$ cat src/rtl/txepreambl.sv
// MII transmit preamble/SFD inserter.
// Upstream nibbles are wrapped with PREAMBLE_NIBBLES x 4'h5 and one 4'hd SFD
// nibble (or passed straight through when i_en is low at packet start). After
// each packet the block enforces an inter-frame gap of IFG_NIBBLES ce-cycles.
//
// Handshake: an upstream nibble is transferred on a rising edge where
// i_ce && i_v && o_rdy; i_v/i_d must be held until that edge. o_rdy depends
// only on the state register, never on i_v, so there is no combinational loop.
module txepreambl #(
    parameter int PREAMBLE_NIBBLES = 15,
    parameter int IFG_NIBBLES      = 24
) (
    input  logic       i_clk,
    input  logic       i_reset_n,
    input  logic       i_ce,
    input  logic       i_en,
    input  logic       i_cancel,
    input  logic       i_v,
    input  logic [3:0] i_d,
    output logic       o_rdy,
    output logic       o_v,
    output logic [3:0] o_d,
    output logic       o_busy
);

    typedef enum logic [2:0] {
        S_IDLE = 3'd0,
        S_PRE  = 3'd1,
        S_SFD  = 3'd2,
        S_DATA = 3'd3,
        S_DROP = 3'd4,
        S_GAP  = 3'd5
    } state_t;

    // The start edge emits the first 4'h5, so PRE only has to emit the rest.
    localparam logic [3:0] PRE_LOAD = 4'(PREAMBLE_NIBBLES - 1);
    // The IDLE start edge is itself one low cycle, so GAP lasts one cycle less.
    localparam logic [4:0] GAP_LOAD = 5'(IFG_NIBBLES - 1);

    state_t     r_state;
    state_t     w_state_nxt;
    logic [3:0] r_pre_cnt;
    logic [3:0] w_pre_cnt_nxt;
    logic [4:0] r_gap_cnt;
    logic [4:0] w_gap_cnt_nxt;
    logic       r_v;
    logic       w_v_nxt;
    logic [3:0] r_d;
    logic [3:0] w_d_nxt;
    logic       r_busy;
    state_t     w_gap_state;

    // Where a packet goes once it ends; a 1-cycle IFG is covered by IDLE alone.
    assign w_gap_state = (IFG_NIBBLES == 1) ? S_IDLE : S_GAP;

    // Next-state and next-output decode; everything holds when i_ce is low.
    always_comb begin
        w_state_nxt   = r_state;
        w_pre_cnt_nxt = r_pre_cnt;
        w_gap_cnt_nxt = r_gap_cnt;
        w_v_nxt       = r_v;
        w_d_nxt       = r_d;
        if (i_ce) begin
            case (r_state)
                S_IDLE: begin
                    if (i_v && !i_cancel) begin
                        if (i_en) begin
                            w_v_nxt = 1'b1;
                            w_d_nxt = 4'h5;
                            if (PREAMBLE_NIBBLES == 1) begin
                                w_state_nxt = S_SFD;
                            end else begin
                                w_state_nxt   = S_PRE;
                                w_pre_cnt_nxt = PRE_LOAD;
                            end
                        end else begin
                            w_state_nxt = S_DATA;
                        end
                    end
                end
                S_PRE, S_SFD: begin
                    if (i_cancel) begin
                        w_v_nxt       = 1'b0;
                        w_pre_cnt_nxt = 4'd0;
                        w_state_nxt   = i_v ? S_DROP : w_gap_state;
                        w_gap_cnt_nxt = GAP_LOAD;
                    end else if (r_state == S_SFD) begin
                        w_v_nxt     = 1'b1;
                        w_d_nxt     = 4'hd;
                        w_state_nxt = S_DATA;
                    end else begin
                        w_v_nxt       = 1'b1;
                        w_d_nxt       = 4'h5;
                        w_pre_cnt_nxt = r_pre_cnt - 4'd1;
                        if (r_pre_cnt == 4'd1) begin
                            w_state_nxt = S_SFD;
                        end
                    end
                end
                S_DATA: begin
                    if (i_cancel) begin
                        w_v_nxt       = 1'b0;
                        w_state_nxt   = i_v ? S_DROP : w_gap_state;
                        w_gap_cnt_nxt = GAP_LOAD;
                    end else if (i_v) begin
                        w_v_nxt = 1'b1;
                        w_d_nxt = i_d;
                    end else begin
                        w_v_nxt       = 1'b0;
                        w_state_nxt   = w_gap_state;
                        w_gap_cnt_nxt = GAP_LOAD;
                    end
                end
                S_DROP: begin
                    // Gap counting starts only once the discarded tail is gone.
                    if (!i_v) begin
                        w_state_nxt   = w_gap_state;
                        w_gap_cnt_nxt = GAP_LOAD;
                    end
                end
                S_GAP: begin
                    if (r_gap_cnt <= 5'd1) begin
                        w_state_nxt   = S_IDLE;
                        w_gap_cnt_nxt = 5'd0;
                    end else begin
                        w_gap_cnt_nxt = r_gap_cnt - 5'd1;
                    end
                end
                default: begin
                    w_state_nxt = S_IDLE;
                    w_v_nxt     = 1'b0;
                end
            endcase
        end
    end

    // State, counters and registered MII outputs.
    always_ff @(posedge i_clk or negedge i_reset_n) begin
        if (!i_reset_n) begin
            r_state   <= S_IDLE;
            r_pre_cnt <= 4'd0;
            r_gap_cnt <= 5'd0;
            r_v       <= 1'b0;
            r_d       <= 4'h0;
            r_busy    <= 1'b0;
        end else begin
            r_state   <= w_state_nxt;
            r_pre_cnt <= w_pre_cnt_nxt;
            r_gap_cnt <= w_gap_cnt_nxt;
            r_v       <= w_v_nxt;
            r_d       <= w_d_nxt;
            r_busy    <= (w_state_nxt != S_IDLE);
        end
    end

    assign o_rdy  = (r_state == S_DATA) || (r_state == S_DROP);
    assign o_v    = r_v;
    assign o_d    = r_d;
    assign o_busy = r_busy;

endmodule

$ cat config.mk
export PLATFORM = sky130hd
export DESIGN_NAME = txepreambl
export DESIGN_NICKNAME = d
export VERILOG_FILES = /design/src/rtl/txepreambl.sv
export SDC_FILE = /design/constraint.sdc
export NUM_CORES = 1
export LEC_CHECK = 0
export CAP_MARGIN = 20
export CORE_ASPECT_RATIO = 0.8
export CORE_MARGIN = 4
export CORE_UTILIZATION = 29
export CTS_CLUSTER_DIAMETER = 80
export CTS_CLUSTER_SIZE = 28
export DETAILED_ROUTE_END_ITERATION = 10
export PLACE_DENSITY = 0.54
export SYNTH_ARGS = -nofsm -noshare
export SYNTH_HDL_FRONTEND = slang
export SYNTH_SLANG_ARGS = --single-unit
export TNS_END_PERCENT = 5
$ cat constraint.sdc
create_clock -name i_clk -period 3.3 [get_ports i_clk]
set_input_delay 0.66 -clock i_clk [delete_from_list [all_inputs] [get_ports i_clk]]
set_output_delay 0.66 -clock i_clk [all_outputs]
set_load 0.1 [all_outputs]
==> impl_metrics.ini <==
[status]
status = complete, no violations

[timing]
slew_violations = 0
period_share_pct = 76.74
fin_setup_tns_ps = 0
fmax_mhz = 394.9
finalHoldViolations = 0
fin_crit_ps = 2532
finalClockSkew_ps = 3.836
setup_viol = 0
rsz0062_at_grt = false
relSlewSlack_pct = 45.69
tightest_slew_ps = 812.2

[yosys]
synth_fa_ha_area_share_pct = 4.024
synthTopCellsByArea = dfrtp_1 (36%), o21ai_0 (5.6%), a21oi_1 (5.2%)
synth_area_sq_mm = 0.001244
yosys.area_share.simple_pct = 21.23
ys_types = 43
synth-compound-area-share_pct = 25.86
synth-seq-area-share_pct = 36.22
async_flop_share_pct = 100.0
synthFlopType = dfrtp_1
syn_area_per_cell_sq_um = 8.884
ys_warn_count = 0
synth_seq_cells = 18
synthXorXnorAreaFrac_pct = 0.7042
synth_top_family_by_area = compound AO/OA/AOI/OAI gates
syn_inst = 140
synth-edff-count = 0
synth_nets = 154
synth.area.mux_share_pct = 5.231
yosysTopAreaCell = dfrtp_1
synth_top_area_share_pct = 36.22

[floorplan]
dieHeight_microns = 66.58
coreArea_sq_mm = 0.004151
row_count = 21
die_x_microns = 81.22
initial_core_util_pct = 29.96
dieArea_sq_mm = 0.005407
ios = 17

[place]
hpwl_mm = 2.100
io_buffers = 16
place_congestion = 0.8626
placed_cells = 207
dpl_cell_area_sq_mm = 0.001415

[cts]
cts_hold_buf = 0
cts_made_buffers = 3
htreeDepth = 1
cts_buffer_depth = 2
postCtsSetupBuffers = 0
cts_root_buf = clkbuf_8
cts_resized = 0
path_clk_slew_ps = 70
cts_tree = built
clock_sinks = 18
clk_latency_ps = 250

[power_and_ir_drop]
power_uw = 1233
switching_share_pct = 51.74
ir_worst_vdd_v = 0.0004303
p_clk_share_pct = 12.1
power.share.sequential_pct = 34.4
comb_power_share_pct = 53.5
leakagePower_uw = 0.0006077
power.internal_uw = 594.8
powerDensity_mw_per_mm2 = 846.3
p_switching_uw = 637.8

[min_path]
hold_start = o_d[2]
min-delay-path-class = flip-flop to flip-flop

[critical_path]
reg2reg_from = r_state[1]
path_max_fanout = 15
start_kind = flip-flop
cp.required_ps = 2640
cpPeakStageDelay_ps = 550
crit_arrival_ps = 1870
crit_slowest_cell = dfrtp_1
critPathTopFamily = flip-flops
crit_path_start = r_state[1]
crit_buf_inv = 2
worstSetupPathType = flip-flop to output pin
endpoint_kind = output pin
crit_chain = nor2_1 > a21oi_1 > inv_1 > buf_4

[finish]
nets = 169
final_common_cell = dfrtp_1
fill_cells = 456
syn2layout_area_growth_pct = 17.10
final_cell_mix = dfrtp_1 (18), o21ai_0 (14), a21oi_1 (13), nand2_1 (13), inv_1 (11)
diodes = 0
fin_area_sq_mm = 0.001456
drive_gt1_share_pct = 11.76
instances_no_fill = 210

[global_route]
grt_pass1_vias = 1036
grt_overflow_total = 0
grt_pass1_wl_mm = 4.685
grt_usage_pct = 10.93
grt_max_degree = 19
antenna_found_initial = 0

[job]
cap_violations = 0

[drt]
antenna_left = 0
drc_errors = 0
num_vias = 1052
dr.pass1.iters = 4
vias_per_cell = 5.010
routed_wl_mm = 2.798
wl_per_cell_microns = 13.32
drt-initial-drc-count = 67
## sequential cells by signal, summed over array words and instances, names as in the netlist
register   count
r_gap_cnt      5
o_d            4
r_pre_cnt      4
r_state        3
o_busy         1
o_v            1
## cell type report
| type | instances | area [sq um] | area share (%) |
|---|---|---|---|
| tap | 57 | 71.32 | 4.897 |
| multi-input combinational | 105 | 709.4 | 48.71 |
| timing repair buffer | 16 | 142.6 | 9.794 |
| sequential | 18 | 450.4 | 30.93 |
| clock buffer | 3 | 41.29 | 2.835 |
| inverter | 11 | 41.29 | 2.835 |
## stage by stage
stage               utilization (%)  setup slack, ps  hold WS, ps
CTS                           35.08            757.6        499.8
floorplan                         -             1017        364.4
finish                        35.08            767.5        493.3
global placement              34.09            749.6        476.0
global route                  35.08            607.3        504.0
detailed placement            34.09            665.4        484.4
## path summary, 6_finish.rpt
path / slack, ps / to / cells past startpoint
worst max register to register: 1400 / r_gap_cnt[3] / 4
worst min-delay path: 490 / o_d[2] / 1
min in group asynchronous: 880 / r_gap_cnt[2] / 1
max in group asynchronous: 1910 / o_busy / 1
worst max-delay path: 770 / o_rdy / 4
worst min register to register: 490 / o_d[2] / 1
## cell families (layout without fill, tap and decap cells)
family	count (synthesis)	after routing
xor gates and xnor gates	1	1
DFF	18	18
muxes	6	6
buffers and inverters	17	30
adders and majority gates	4	4
and+or+nand+nor	48	48
AOI/OAI and AO/OA	46	46
## power groups by stage
stage	clock network [uW]	registers, uW	logic, uW
after floorplan	0	559	389
after global placement	0	421	654
after detailed placement	0	428	658
after CTS	155	424	661
after global routing	168	443	718
final	149	424	659
## worst reg2reg max path, stage by stage (launching register included)
cell	delay [ps]
dfrtp_1	630
o21ai_0	210
a221oi_2	520
o21ai_0	180
a22o_1	250
## synth_stat cells (all sizes together) (2+ instances only)
cell type	n
inv	11
nand2b	4
o31ai	2
dfrtp	18
a21oi	13
nor3	4
nor3b	3
mux2	4
o22a	3
nand3	4
o21a	4
ha	4
nor2b	3
or3	2
nor2	8
nand2	13
buf	5
mux2i	2
o21ai	16
## metal layers
| metal | wire (microns) | vias to the layer above | share of wire (%) | track usage (%) |
|---|---|---|---|---|
| met5 | 0 | - | 0 | 0 |
| met4 | 18 | 0 | 0.64 | 2.321 |
| met3 | 162 | 2 | 5.8 | 2.973 |
| met2 | 1246 | 26 | 45 | 17.21 |
| met1 | 1371 | 501 | 49 | 14.90 |
| li1 | - | 523 | - | - |
Power figures use the tool's default switching activity.
